### src/rtl/univ_shift_burst.sv
// Parametrised universal shift register: hold/shift/load/rotate/arithmetic-shift with
// multi-position bursts under a valid/ready handshake. Optional USHIFT_PARITY_EN adds a parity output.
module univ_shift_burst #(
  parameter int WIDTH = 8,
  parameter int CW    = $clog2(WIDTH + 1)
) (
  input  logic             clk,
  input  logic             rst_n,
  input  logic             ena,
  input  logic             cmd_valid,
  output logic             cmd_ready,
  input  logic [2:0]       mode,
  input  logic [CW-1:0]    shamt,
  input  logic [WIDTH-1:0] d_in,
  input  logic             s_in_l,
  input  logic             s_in_r,
  output logic [WIDTH-1:0] q,
  output logic             s_out_l,
  output logic             s_out_r,
  output logic             busy,
  output logic             done
`ifdef USHIFT_PARITY_EN
  ,
  output logic             parity
`endif
);

  typedef enum logic [2:0] {
    MODE_HOLD = 3'd0,
    MODE_SHL  = 3'd1,
    MODE_LOAD = 3'd2,
    MODE_SHR  = 3'd3,
    MODE_ROTL = 3'd4,
    MODE_ROTR = 3'd5,
    MODE_ASHR = 3'd6,
    MODE_RSVD = 3'd7
  } mode_t;

  typedef enum logic {
    ST_IDLE = 1'b0,
    ST_RUN  = 1'b1
  } state_t;

  localparam logic [CW-1:0] WIDTH_C = CW'(WIDTH);

  state_t           state, state_nxt;
  mode_t            op, op_nxt;
  logic [CW-1:0]    count, count_nxt;
  logic [WIDTH-1:0] q_nxt;
  logic             done_nxt;

  function automatic logic is_shift(input mode_t m);
    return (m == MODE_SHL) || (m == MODE_SHR) || (m == MODE_ROTL) ||
           (m == MODE_ROTR) || (m == MODE_ASHR);
  endfunction

  // One-position move of v; serial inputs are taken live at each step.
  function automatic logic [WIDTH-1:0] step_op(input mode_t m, input logic [WIDTH-1:0] v,
                                               input logic sl, input logic sr);
    logic [WIDTH-1:0] r;
    case (m)
      MODE_SHL:  r = {v[WIDTH-2:0], sl};
      MODE_SHR:  r = {sr, v[WIDTH-1:1]};
      MODE_ROTL: r = {v[WIDTH-2:0], v[WIDTH-1]};
      MODE_ROTR: r = {v[0], v[WIDTH-1:1]};
      MODE_ASHR: r = {v[WIDTH-1], v[WIDTH-1:1]};
      default:   r = v;
    endcase
    return r;
  endfunction

  function automatic logic [CW-1:0] clamp_amt(input logic [CW-1:0] a);
    return (a > WIDTH_C) ? WIDTH_C : a;
  endfunction

  always_comb begin
    state_nxt = state;
    op_nxt    = op;
    count_nxt = count;
    q_nxt     = q;
    done_nxt  = 1'b0;
    if (ena) begin
      case (state)
        ST_IDLE: begin
          if (cmd_valid) begin
            if (mode_t'(mode) == MODE_LOAD) begin
              q_nxt    = d_in;
              done_nxt = 1'b1;
            end else if (is_shift(mode_t'(mode)) && (shamt != '0)) begin
              state_nxt = ST_RUN;
              op_nxt    = mode_t'(mode);
              count_nxt = clamp_amt(shamt);
            end else begin
              done_nxt = 1'b1;
            end
          end
        end
        ST_RUN: begin
          q_nxt     = step_op(op, q, s_in_l, s_in_r);
          count_nxt = count - CW'(1);
          if (count == CW'(1)) begin
            state_nxt = ST_IDLE;
            done_nxt  = 1'b1;
          end
        end
        default: state_nxt = ST_IDLE;
      endcase
    end
  end

  always_ff @(posedge clk or negedge rst_n) begin
    if (!rst_n) begin
      state <= ST_IDLE;
      op    <= MODE_HOLD;
      count <= '0;
      q     <= '0;
      done  <= 1'b0;
    end else begin
      state <= state_nxt;
      op    <= op_nxt;
      count <= count_nxt;
      q     <= q_nxt;
      done  <= done_nxt;
    end
  end

`ifdef USHIFT_PARITY_EN
  // Registered alongside q so it always reflects the current contents.
  always_ff @(posedge clk or negedge rst_n) begin
    if (!rst_n) parity <= 1'b0;
    else        parity <= ^q_nxt;
  end
`endif

  assign cmd_ready = (state == ST_IDLE);
  assign busy      = (state == ST_RUN);
  assign s_out_l   = q[WIDTH-1];
  assign s_out_r   = q[0];

endmodule

### config.mk
export PLATFORM = sky130hd
export DESIGN_NAME = univ_shift_burst
export DESIGN_NICKNAME = d
export VERILOG_FILES = /design/src/rtl/univ_shift_burst.sv
export SDC_FILE = /design/constraint.sdc
export NUM_CORES = 1
export LEC_CHECK = 0
export CAP_MARGIN = 5
export CORE_UTILIZATION = 39
export DETAILED_ROUTE_END_ITERATION = 8
export GPL_ROUTABILITY_DRIVEN = 1
export PLACE_DENSITY = 0.65
export SYNTH_ARGS = -nofsm -noshare
export SYNTH_HDL_FRONTEND = slang
export SYNTH_SLANG_ARGS = --single-unit
### constraint.sdc
create_clock -name clk -period 1.6 [get_ports clk]
set_input_delay 0.32 -clock clk [delete_from_list [all_inputs] [get_ports clk]]
set_output_delay 0.32 -clock clk [all_outputs]
set_load 0.05 [all_outputs]
# == Word level (Yosys, flattened, before mapping) ==
# Cells that the tools add are included.
# op_classes
n_addsub,1
n_mul,0
div,0
magnitude_cmp,1
eq_ne,19
shift,0
mux,20
bitwise_logic,2
reduce_logical,10
# ops
op,count
$pmux W8 S5,1
$eq A3 B3 Y1 const B,6
$mux W4,4
$mux W8,2
$pmux W8 S2,1
$reduce_and A5 Y1,2
$eq A3 B2 Y1 const B,3
$mux W1,9
$pmux W4 S2,1
$reduce_and A4 Y1,2
$eq A3 B1 Y1 const B,2
$ne A2 B2 Y1 const B,3
$ne A6 B1 Y1 const B,1
$ne A5 B1 Y1 const B,1
$eq A4 B1 Y1 const B,1
$gt A4 B4 Y1 const B,1
$logic_or A1 B1 Y1,4
$ne A2 B1 Y1 const B,2
$pmux W1 S2,2
$reduce_bool A4 Y1,1
$sub A4 B1 Y4 const B,1
$not A1 Y1,2
$logic_and A1 B1 Y1,1
# word_totals
ff_bits,17
latch_bits,0
mem_bits_rw,0
mem_bits_ro,0
inputBits,21
output_inout_bits,13
word_cells,59
mem_count,0

# == Longest topological paths before layout ==
# Gate-level depths: netlist (run 1).
# logic_depth
depth_word,11
depth_mapped,6
ltp_nobuf,6

# == Worst setup path after synthesis (run 1) ==
# No wires, ideal clock.
# synth_timing
path_kind,register to register
startpoint,"reg state, in the netlist busy"
endpoint,reg count[0]
setup_time_ps,132
arrival_ps,1818
required_ps,1468
slack_ps,-350
path_stages_with_launch,5
path_buffers,0
period_less_slack_ps,1950
path_cell_list,dfrtp_1 clkinv_1 and4_2 mux2i_1 o211ai_1
# synth_between
elab_chain_cells,3
word_cells_on_any_way,6
classes_between,eq/ne: 3; mux: 1; bitwise: 1; reduce/logical: 1
# synth_rtl
element,line_no,source
from (decl),46,"state_t state, state_nxt;"
from (signal assigned),119,state <= state_nxt;
$not A1 Y1 (*),-,
net cmd_ready,11,"output logic cmd_ready,"
$ne A2 B1 Y1 (no source line) / $ne A2 B2 Y1 (equally long branches),-,
$reduce_and A4 Y1 (no source line),-,
to (signal assigned),121,count <= count_nxt;
to (decl),48,"logic [CW-1:0] count, count_nxt;"
# Mark *: on every way through the listed nets, which the timed path passes. The rest lies on a longest branch.
# A chain may end at the register's enable or synchronous reset.

# == Worst setup path after layout (run 1) ==
# layout_timing
startpoint,in mode[2]
endpoint,reg count[1]
# layout_between
elab_chain_cells,8
word_cells_on_any_way,14
classes_between,eq/ne: 8; reduce/logical: 6
# layout_rtl
element,line_no,source
from (decl),12,"input logic [2:0] mode,"
$eq A3 B1 Y1 / $eq A3 B2 Y1 (equally long branches),53,return (m == MODE_SHL) || (m == MODE_SHR) || (m == MODE_ROTL) ||
$logic_or A1 B1 Y1 (3 in series),53,
$logic_or A1 B1 Y1,54,(m == MODE_ROTR) || (m == MODE_ASHR);
$logic_and A1 B1 Y1,89,end else if (is_shift(mode_t'(mode)) && (shamt != '0)) begin
$ne A2 B1 Y1 (no source line),-,
$reduce_and A4 Y1 (no source line) (*),-,
# Mark *: on every way between the ends. The rest lies on a longest branch, timed or not.

==> flow_metrics.py, run 1 <==
metrics = {
    "outcome": {
        "status": "complete, no violations",
    },
    "placement": {
        "hpwl_mm": 2.63,
        "dp.cells": 234,
        "port_buffers": 33,
        "gp_congestion": 0.792,
        "dp_slack_ns": -0.281,
    },
    "clock_tree": {
        "clockBufferDepth": 2,
        "clock_sinks": 17,
        "cts_buffers": 3,
        "root_buffer": "clkbuf_4",
        "cts_max_level": 1,
        "clock_latency_ns": 0.31,
        "hold_buffers": 0,
        "path_clk_slew_ns": 0.12,
        "cts_tree": "built",
    },
    "hold_path": {
        "min_path_type": "input port to async pin",
    },
    "sta": {
        "slew_headroom_pct": 76.0,
        "finClkSkew_ns": 0.00994,
        "hold_viol_final": 0,
        "fin_ws_ns": 0.0340,
        "drv_slew": 0,
        "finalCriticalPeriod_ns": 1.57,
        "worst_pin_slew_ns": 0.355,
        "finalSetupTns_ns": 0,
        "rsz0062_at_grt": "true",
        "min_period_over_period_pct": 97.9,
        "setup_viol": 0,
        "max_freq_ghz": 0.639,
    },
    "pwr": {
        "pwr_density_cell_nw_per_um2": 2010,
        "cellLeakagePower_uw": 0.000888,
        "power_uw": 4060,
        "ir_drop_mv": 0.779,
    },
    "global_route": {
        "grt_max_degree": 20,
        "antenna_found_initial": 0,
        "grt_pass1_vias": 1371,
        "grt_pass1_wl_mm": 5.86,
        "grt_overflow": 0,
        "grt.total_usage_pct": 20.9,
    },
    "yosys": {
        "syn_inst": 146,
        "synth_ff_type": "dfrtp_1",
        "netlist_top_cells_count": "dfrtp_1 (17), inv_1 (13), mux2i_1 (10), nand2_1 (9)",
        "async_reset_ff_share_pct": 100,
        "synth_top_cell_area_share_pct": 30.6,
        "synth_seq_cells": 17,
        "synth_nets": 169,
        "ys_types": 48,
        "post-synth-top-count-cell": "dfrtp_1",
        "synthTopCellsByArea": "dfrtp_1 (31%), mux2i_1 (7.2%), mux2_2 (4.9%)",
        "ys_seq_area_share_pct": 30.6,
        "synth-edff-count": 0,
        "synth_area_um2": 1390,
        "ys_warn_count": 0,
        "yosysTopAreaCell": "dfrtp_1",
        "avgSynthCellArea_um2": 9.51,
    },
    "die": {
        "ios": 34,
        "die_area_um2": 3800,
        "rows": 21,
        "fp.dieH_um": 61.7,
        "initial_core_util_pct": 41.3,
        "die_x_um": 61.7,
        "core-area_um2": 3360,
    },
    "finish": {
        "fillers": 329,
        "instances_no_fill": 240,
        "antenna_cells": 0,
        "final_net_count": 218,
        "layout-drive-gt1-share_pct": 30.9,
        "area_delta_synth_final_pct": 45.2,
    },
    "route": {
        "num_vias": 1327,
        "drt_pass1_iterations": 4,
        "avgViaCountPerCell": 5.53,
        "drc": 0,
        "wl_mm": 3.61,
        "wl_per_cell_um": 15.0,
        "drt_iter0_drc": 70,
        "ant_nets": 0,
    },
    "critical_path": {
        "r2r_start": "op[2]",
        "crit_path_top_delay_cell": "clkdlybuf4s50_1",
        "r2r_end": "q[5]",
        "critPathRequiredTime_ns": 1.79,
        "crit_start": "mode[2]",
        "regToRegSetupSlack_ns": 0.08,
        "critical_path_class": "input port to flip-flop",
        "arrival_ns": 1.76,
        "crit_chain": "clkdlybuf4s50_1 -> nor2_2 -> nor4b_2 -> o21a_4 -> mux2_4",
        "crit_path_end": "count[1]",
        "reg2reg_depth": 5,
        "start_kind": "input port",
        "worst_path_largest_cell_delay_ns": 0.52,
        "worstSetupEndpointType": "flip-flop",
        "cp_max_fo": 5,
    },
    "run": {
        "max_cap_viol_count": 0,
    },
}
==> stage by stage <==
stage	cell area (um^2)	utilization, %	hold WS, ns
after floorplan	1390	-	0.0244
after global placement	1960	58.1	0.542
after detailed placement	1960	58.1	0.540
after CTS	1990	59.2	0.343
after global routing	2020	60.0	0.355
final	2020	60.0	0.331
==> worst min-delay path by stage <==
stage / to / slack (ns) / cells past startpoint
after floorplan: busy / 0.02 / 0
after global placement: count[1] / 0.54 / 1
after detailed placement: count[1] / 0.54 / 1
after CTS: q[7] / 0.34 / 2
after global routing: q[7] / 0.35 / 2
final: q[0] / 0.33 / 2
==> area by class of cell <==
class / instances / area [um^2] / share of cell area, %
well taps: 46 / 57.6 / 2.85
flip-flops and latches: 17 / 427 / 21.2
repair buffers: 55 / 629 / 31.2
inverters: 14 / 57.6 / 2.85
multi-input cells: 104 / 820 / 40.6
clock buffers: 4 / 26.3 / 1.30
==> kinds of logic (layout without fill, tap and decap cells) <==
logic type | Yosys count | count (layout) | share of synthesized area [%]
buf+inv | 25 | 73 | 10.4
mux | 19 | 19 | 15.0
simple gates | 37 | 37 | 16.6
fa+ha+maj | 3 | 3 | 2.61
compound gates | 45 | 45 | 24.8
flops | 17 | 17 | 30.6
==> layout by cell type (no fill, tap or decap), types with 2 or more instances in the layout <==
master	synthesis	routed
nand3_1	3	3
nand2_1	9	9
buf_4	3	21
inv_1	13	13
buf_12	0	12
o21ai_0	7	7
dfrtp_1	17	16
nand2b_1	7	7
nor3_1	2	2
mux2i_1	10	10
mux2_4	2	2
o221ai_1	7	7
a31oi_1	2	2
nor2_1	6	6
dlymetal6s2s_1	0	2
o22a_1	5	5
a21oi_1	6	6
mux2_2	6	6
ha_1	2	2
o22ai_1	3	3
clkbuf_4	0	3
clkdlybuf4s50_1	0	18
and3_1	2	2
==> flip-flops by register name, summed over array words and instances (netlist names) <==
| signal | count |
|---|---|
| busy | 1 |
| count | 4 |
| done | 1 |
| op | 3 |
| q | 8 |
==> per-layer routing <==
layer | vias to the layer above | track usage [%] | wire length, um
met3 | 10 | 2.31 | 171
met4 | 0 | 12.4 | 104
met2 | 45 | 36.9 | 1790
li1 | 635 | - | -
met1 | 637 | 24.2 | 1540
met5 | - | 0 | 0
==> power by group <==
part           switching, uW  internal (uW)  leakage [uW]
clock                    158           97.3     0.0000150
combinational           1380           1450      0.000679
sequential               345            622      0.000193
total                   1890           2170      0.000888
==> worst max-delay path, delay by kind of cell <==
kind                   cells  cell delay [ns]
AND/OR/NAND/NOR            2             0.45
buffers and inverters      1             0.52
AO/OA/AOI/OAI              1             0.18
multiplexers               1             0.29
==> timing repair <==
action,in CTS,in global routing
buffers inserted,0,2
endpoints found under the setup margin,1,14
pin swaps,0,3
gates resized for setup,2,4
(Power assumes the default switching activity.)
==> run 2: changes to the inputs <==
--- a/config.mk
+++ b/config.mk
@@ -5,11 +5,11 @@
 export SDC_FILE = /design/constraint.sdc
 export NUM_CORES = 1
 export LEC_CHECK = 0
-export CAP_MARGIN = 5
 export CORE_UTILIZATION = 39
 export DETAILED_ROUTE_END_ITERATION = 8
-export GPL_ROUTABILITY_DRIVEN = 1
+export GPL_ROUTABILITY_DRIVEN = 0
 export PLACE_DENSITY = 0.65
 export SYNTH_ARGS = -nofsm -noshare
 export SYNTH_HDL_FRONTEND = slang
 export SYNTH_SLANG_ARGS = --single-unit
+export TNS_END_PERCENT = 1
==> flow_metrics.py, run 2 (same netlist as run 1, synthesis figures left out) <==
metrics = {
    "outcome": {
        "status": "complete, no violations",
    },
    "finish": {
        "final_net_count": 218,
        "largest-register": "q",
        "largest_registers": "q x8, count x4, op x3",
        "layout-drive-gt1-share_pct": 30.9,
        "area_delta_synth_final_pct": 45.2,
        "instances_no_fill": 240,
        "final_common_cell": "buf_4",
        "fillers": 329,
        "antenna_cells": 0,
        "largest_reg_flops": 8,
        "layout_common_cells": "buf_4 (21), clkdlybuf4s50_1 (18), dfrtp_1 (16)",
        "utilization_pct": 60.0,
    },
    "critical_path": {
        "critical_path_class": "input port to flip-flop",
        "cp_max_fo": 5,
        "critPathRequiredTime_ns": 1.79,
        "crit_start": "mode[2]",
        "r2r_start": "op[2]",
        "start_kind": "input port",
        "crit_path_end": "count[1]",
        "r2r_end": "q[5]",
        "arrival_ns": 1.76,
        "regToRegSetupSlack_ns": 0.08,
        "reg2reg_depth": 5,
        "worstSetupEndpointType": "flip-flop",
    },
    "pwr": {
        "cellLeakagePower_uw": 0.000888,
        "cellInternalPower_uw": 2170,
        "pwr_density_cell_nw_per_um2": 2010,
        "power.switching_uw": 1880,
        "pwr-share-seq_pct": 23.9,
        "p_comb_share_pct": 70.0,
        "swShare_pct": 46.4,
        "ir_drop_mv": 0.779,
        "p_clk_share_pct": 6.2,
    },
    "sta": {
        "finalSetupTns_ns": 0,
        "hold_viol_final": 0,
        "drv_slew": 0,
        "holdWs_ns": 0.339,
        "setup_viol": 0,
        "rsz0062_at_grt": "true",
        "max_freq_ghz": 0.638,
        "worst_pin_slew_ns": 0.341,
        "finalCriticalPeriod_ns": 1.57,
        "min_period_over_period_pct": 97.9,
        "slew_headroom_pct": 77.0,
        "finClkSkew_ns": 0.00440,
    },
    "global_route": {
        "grt_overflow": 0,
        "grt_max_degree": 20,
        "grt_pass1_wl_mm": 5.86,
        "antenna_found_initial": 0,
        "grt.total_usage_pct": 20.9,
        "grt_pass1_vias": 1371,
    },
    "route": {
        "avgViaCountPerCell": 5.53,
        "drt_iter0_drc": 49,
        "wl_per_cell_um": 15.0,
        "ant_nets": 0,
        "num_vias": 1327,
        "wl_mm": 3.60,
        "drt_pass1_iterations": 4,
        "drc": 0,
    },
    "die": {
        "die_x_um": 61.7,
        "ios": 34,
        "initial_core_util_pct": 41.3,
        "rows": 21,
        "fp.dieH_um": 61.7,
        "die_area_um2": 3800,
        "core-area_um2": 3360,
    },
    "clock_tree": {
        "cts_max_level": 1,
        "cts_tree": "built",
        "cts_buffers": 3,
        "path_clk_slew_ns": 0.11,
        "clock_sinks": 17,
        "clockBufferDepth": 2,
        "root_buffer": "clkbuf_4",
        "clock_latency_ns": 0.30,
        "hold_buffers": 0,
    },
    "placement": {
        "port_buffers": 33,
        "dp.cells": 234,
        "hpwl_mm": 2.63,
    },
    "hold_path": {
        "min_path_type": "input port to async pin",
    },
    "run": {
        "max_cap_viol_count": 0,
    },
}
==> run 2: cell counts in the layout (fill, tap and decap cells not counted) <==
Identical to the previous run, type by type.
==> run 2: repair_timing <==
action                                 in CTS  in global routing
pin swaps                                   0                  3
setup endpoints to repair                   1                 14
setup buffers                               0                  2
endpoints found under the hold margin       0                  0
resized for setup                           2                  4
==> run 2: power groups by stage <==
stage	clock [uW]	sequential [uW]	combinational (uW)
global route	278	996	3050
CTS	262	959	2810
finish	249	968	2840
floorplan	0	1180	1530
detailed placement	0	965	2790
global placement	0	956	2730
==> run 2: worst min-delay path by stage <==
stage / to
finish: q[0]
detailed placement: count[1]
global route: q[7]
floorplan: busy
CTS: q[7]
global placement: count[1]
==> run 2: metal layers <==
metal | share of wire (%) | GRT usage [%] | routed length, um
met5 | 0 | 0 | 0
met4 | 2.9 | 12.4 | 104
met3 | 4.6 | 2.31 | 166
met2 | 50 | 36.9 | 1790
met1 | 43 | 24.2 | 1530
==> run 2: final cells by class <==
| class | instances | area (um^2) | share of cell area (%) |
|---|---|---|---|
| clock buffers | 4 | 26.3 | 1.30 |
| repair buffers | 55 | 629 | 31.2 |
| well taps | 46 | 57.6 | 2.85 |
| flip-flops and latches | 17 | 427 | 21.2 |
| inverters | 14 | 57.6 | 2.85 |
| multi-input cells | 104 | 820 | 40.6 |
==> run 2: stage by stage <==
stage          area [um^2]  setup WS [ns]  power (uW)
3_3_place_gp          1960         -0.255        3690
4_1_cts               1990         0.0264        4030
5_1_grt               2020        -0.0328        4330
3_5_place_dp          1960         -0.281        3750
2_1_floorplan         1390          0.104        2710
6_report              2020         0.0335        4050
==> run 2: critical path, stage by stage <==
cell and delay (ns):
clkdlybuf4s50_1 0.52, nor2_2 0.09, nor4b_2 0.36, o21a_4 0.18, mux2_4 0.29
